### src/rtl/t_ff_pkg.sv
// Shared types for the toggle flip-flop bank.
// Mode select encoding and its width.
package t_ff_pkg;

  localparam int MODE_W = 2;

  typedef enum logic [MODE_W-1:0] {
    MODE_TOGGLE = 2'd0,
    MODE_COUNT  = 2'd1,
    MODE_LOAD   = 2'd2,
    MODE_CLEAR  = 2'd3
  } mode_e;

endpackage

### src/rtl/t_ff_cell.sv
// Single-bit edge-triggered T flip-flop with sync reset and load.
// Ports: clk, rst_n, rst_val, en, load, load_val, tog -> q.
module t_ff_cell (
  input  logic clk,
  input  logic rst_n,
  input  logic rst_val,
  input  logic en,
  input  logic load,
  input  logic load_val,
  input  logic tog,
  output logic q
);

  logic q_q;
  logic q_d;

  always_comb begin
    q_d = q_q;
    if (en) begin
      if (load) q_d = load_val;
      else if (tog) q_d = ~q_q;
    end
  end

  always_ff @(posedge clk) begin
    if (!rst_n) q_q <= rst_val;
    else        q_q <= q_d;
  end

  assign q = q_q;

endmodule

### src/rtl/t_ff_bank.sv
// WIDTH-bit bank of T flip-flops: toggle, count, load or clear.
// Ports: clk, rst_n, en, mode, t, d -> q, q_bar, wrap, changed.
module t_ff_bank
  import t_ff_pkg::*;
#(
  parameter int               WIDTH     = 8,
  parameter logic [WIDTH-1:0] RESET_VAL = '0
) (
  input  logic              clk,
  input  logic              rst_n,
  input  logic              en,
  input  logic [MODE_W-1:0] mode,
  input  logic [WIDTH-1:0]  t,
  input  logic [WIDTH-1:0]  d,
  output logic [WIDTH-1:0]  q,
  output logic [WIDTH-1:0]  q_bar,
  output logic              wrap,
  output logic              changed
);

  logic [WIDTH-1:0] carry;
  logic             all_ones;
  logic [WIDTH-1:0] load_v;
  logic [WIDTH-1:0] lval_v;
  logic [WIDTH-1:0] tog_v;
  logic [WIDTH-1:0] q_nxt;
  logic             wrap_q, wrap_d;
  logic             chg_q, chg_d;
  mode_e            mode_s;

  assign mode_s = mode_e'(mode);

  // carry[i] is high when every bit below i is one
  always_comb begin
    carry    = '0;
    all_ones = 1'b1;
    for (int i = 0; i < WIDTH; i++) begin
      carry[i] = all_ones;
      all_ones = all_ones & q[i];
    end
  end

  always_comb begin
    load_v = '0;
    lval_v = d;
    tog_v  = '0;
    unique case (mode_s)
      MODE_TOGGLE: tog_v = t;
      MODE_COUNT:  tog_v = t[0] ? carry : '0;
      MODE_LOAD: begin
        load_v = '1;
        lval_v = d;
      end
      MODE_CLEAR: begin
        load_v = '1;
        lval_v = RESET_VAL;
      end
      default: ;
    endcase
  end

  // mirror of what the cells will hold after this edge
  assign q_nxt = (load_v & lval_v) | (~load_v & (q ^ tog_v));

  assign wrap_d = en && (mode_s == MODE_COUNT) && t[0] && all_ones;
  assign chg_d  = en && (q_nxt != q);

  for (genvar i = 0; i < WIDTH; i++) begin : g_cell
    t_ff_cell u_cell (
      .clk      (clk),
      .rst_n    (rst_n),
      .rst_val  (RESET_VAL[i]),
      .en       (en),
      .load     (load_v[i]),
      .load_val (lval_v[i]),
      .tog      (tog_v[i]),
      .q        (q[i])
    );
  end

  always_ff @(posedge clk) begin
    if (!rst_n) begin
      wrap_q <= 1'b0;
      chg_q  <= 1'b0;
    end else begin
      wrap_q <= wrap_d;
      chg_q  <= chg_d;
    end
  end

  assign q_bar   = ~q;
  assign wrap    = wrap_q;
  assign changed = chg_q;

endmodule

### config.mk
export PLATFORM = sky130hd
export DESIGN_NAME = t_ff_bank
export DESIGN_NICKNAME = d
export VERILOG_FILES = /design/src/rtl/t_ff_pkg.sv /design/src/rtl/t_ff_cell.sv /design/src/rtl/t_ff_bank.sv
export SDC_FILE = /design/constraint.sdc
export NUM_CORES = 1
export LEC_CHECK = 0
export ABC_AREA = 1
export CAP_MARGIN = 0
export CORE_ASPECT_RATIO = 0.6
export CORE_MARGIN = 4
export CORE_UTILIZATION = 42
export DETAILED_ROUTE_END_ITERATION = 16
export PLACE_DENSITY = 0.79
export SLEW_MARGIN = 15
export SYNTH_ARGS = -nofsm -noshare
export SYNTH_HDL_FRONTEND = slang
export SYNTH_SLANG_ARGS = --single-unit
### constraint.sdc
create_clock -name clk -period 1.4 [get_ports clk]
set_clock_uncertainty 0.1 [all_clocks]
set_input_delay 0.21 -clock clk [delete_from_list [all_inputs] [get_ports clk]]
set_output_delay 0.21 -clock clk [all_outputs]
set_load 0.005 [all_outputs]
==> metrics <==
Sequential Area=220 µm²; grt total ovfl=0; Multi-input gate area=about 600 µm²; post-route ant nets=0; Required @ worst endpoint=1.47 ns; P_leak=0.738 nW; final non-filler cell total=~240; PortBufs=38; Synth Instances=160; met1 Usage GRT=approximately 31%; Tmin final=1.45 ns; Comb power frac=38.3%; grt met3 use=6.35%; Final period util=104%; critical path class=reg -> reg; sequential cell area fraction in the yosys report=21.9%; CTS tree=built; status=finished with violations; Critical Path AT=1.52 ns; clock network fraction of design power=28.3%; Pre-Repair DR Iteration Count=4; Detail Placement HPWL=2380 µm; final net count=around 230; Syn-to-layout area delta=60.8%; VDD IR max=0.000505 V; Max Slew Vio Count=0; initial antenna violation count=0; P_sw=0.000329 W; commonest non-fill, non-tap cells in the layout=nand2_1 (54), dlygate4sd2_1 (19), buf_4 (18), clkdlybuf4s50_1 (15), nor2_1 (13); Hold WC Path Type=in -> reg; via count=1,225; total track usage=22.6%; number of global-route vias before repair=1,175; routed len/inst=around 14 µm; final worst setup slack=-0.0535 ns; Final setup viols=2; routed vias/inst=5.13; failing checks=negative setup slack; DRT iter0 DRCs=98; Initial Util=between 40% and 50%; fill count=165; Avg Cell Area, Syn=between 5 and 6 µm²; commonest non-fill, non-tap cell in the layout=nand2_1; syn nets=181; Placed Cells incl. Taps=230; CORE AREA=0.00195 mm²; CTS clk-pin slew, worst paths=approximately 0.08 ns; worst-path fanout max=3; Seq cells post-synth=10; ant diodes=0; worst-margin pin slew=~0.27 ns; mapped cell area=912 µm²; Worst slew margin=between 80% and 90%; met2 Use GR=35.8%; post-synthesis cell type count=24; DRC=0; drt total wl=3240 µm; Max-cap violations=0; # rows=12; Num Clock Sinks=10; hold buffers post-CTS=0; first-pass GRT wire length=5150 µm; GR peak layer=met2; TritonCTS Buffers=3; sequential power share=~33%; chip width=68.2 µm; FMAX=0.688 GHz; Setup TNS=-0.0743 ns; clock latency on the worst-skew pair=0.28 ns; chip height=about 44 µm; H-Tree Depth=1; RSZ-0062 raised after global routing=yes; switch share=33.6%; clock root buffer=clkbuf_4; largest net degree at the start of global routing=16; Die Area=0.00301 mm²; Yosys warnings=0; Internal Power=0.000649 W; startpoint types=register; final hold vios=0; Ports=39; share of layout cells above drive strength 1=27.5%; PwrDens=around 670 mW/mm²; routability cong.=0.902; CP endpoint kind=register; CTS max path bufs=2
[power groups by stage]
stage	registers, W	logic (W)	clock network, W
2_1_floorplan	0.000329	0.000182	0
3_3_place_gp	0.000332	0.000355	0
3_5_place_dp	0.000333	0.000362	0
4_1_cts	0.000325	0.000363	0.000282
5_1_grt	0.000331	0.000411	0.000294
6_report	0.000327	0.000374	0.000277
[registers in the layout, summed over array words and instances (netlist names)]
| name | count |
|---|---|
| changed | 1 |
| g_cell.u_cell.q | 8 |
| wrap | 1 |
[synth_stat cells, drive strengths merged]
| library cell | number | area (µm²) |
|---|---|---|
| nand2 | 59 | 226 |
| inv | 18 | 67.6 |
| nor2 | 16 | 72.6 |
| o21ai | 14 | 77.6 |
| nand3 | 13 | 70.1 |
| buf | 11 | 81.3 |
| dfxtp | 10 | 200 |
| a21oi | 9 | 48.8 |
| nand4 | 2 | 12.5 |
| o2111ai | 2 | 17.5 |
| o21a | 2 | 15.0 |
| a31oi | 1 | 6.26 |
| clkbuf | 1 | 3.75 |
| nor3 | 1 | 5.00 |
| o21bai | 1 | 7.51 |
[critical path, stage by stage (launching register included)]
cell and delay, ns:
dfxtp_2 0.34, buf_6 0.11, nand4_1 0.13, nor2_4 0.06, nor2_1 0.15, nand3_1 0.13, nor2_1 0.14, nor2_2 0.05
nor2_1 0.10, nor2_1 0.05
[area by class of cell]
cell class,count,area share (%)
inverters,18,4.86
flip-flops and latches,10,15.0
repair buffers,58,34.7
multi-input cells,121,40.5
clock buffers,4,2.47
well taps,28,2.39
[routing by layer]
layer	wire length, µm	vias to the layer above	share of wire, %
met3	358	8	11
met2	1420	74	44
met1	1400	534	43
li1	-	609	-
met4	53	0	1.6
met5	0	-	0
[worst paths after layout]
check,startpoint,cells after the start,to,slack (ns)
worst min-delay path,d[6],5,g_cell[6].u_cell.q,0.29
worst max-delay path,g_cell[3].u_cell.q,9,changed,-0.05
worst max register to register,g_cell[3].u_cell.q,9,changed,-0.05
worst min register to register,g_cell[1].u_cell.q,2,g_cell[1].u_cell.q,0.42
[stage by stage]
| stage | total power [W] | utilization [%] | cell area, µm² | hold slack (ns) | setup WS (ns) |
|---|---|---|---|---|---|
| floorplan | 0.000511 | - | 912 | 0.231 | 0.158 |
| global placement | 0.000687 | 69.8 | 1360 | 0.376 | -0.548 |
| detailed placement | 0.000695 | 69.8 | 1360 | 0.399 | -0.547 |
| CTS | 0.000971 | 74.3 | 1450 | 0.409 | -0.0227 |
| global route | 0.00104 | 75.1 | 1470 | 0.308 | -0.166 |
| finish | 0.000977 | 75.1 | 1470 | 0.287 | -0.0535 |
[repair_timing]
action | CTS | global route
setup endpoints to repair | 28 | 9
gates resized for setup | 45 | 10
setup buffers | 4 | 0
pin swaps | 8 | 10
endpoints found under the hold margin | 0 | 0
gates cloned | 1 | 0
[cells by family (layout without fill, tap and decap cells)]
| kind of cell | count (synthesis) | in the layout | share of synthesized area (%) |
|---|---|---|---|
| AND/OR/NAND/NOR | 91 | 92 | 42.4 |
| flip-flops | 10 | 10 | 21.9 |
| AO/OA/AOI/OAI | 29 | 29 | 18.9 |
| buffers and inverters | 30 | 80 | 16.7 |
No activity file was read; power rests on OpenSTA's default activity.
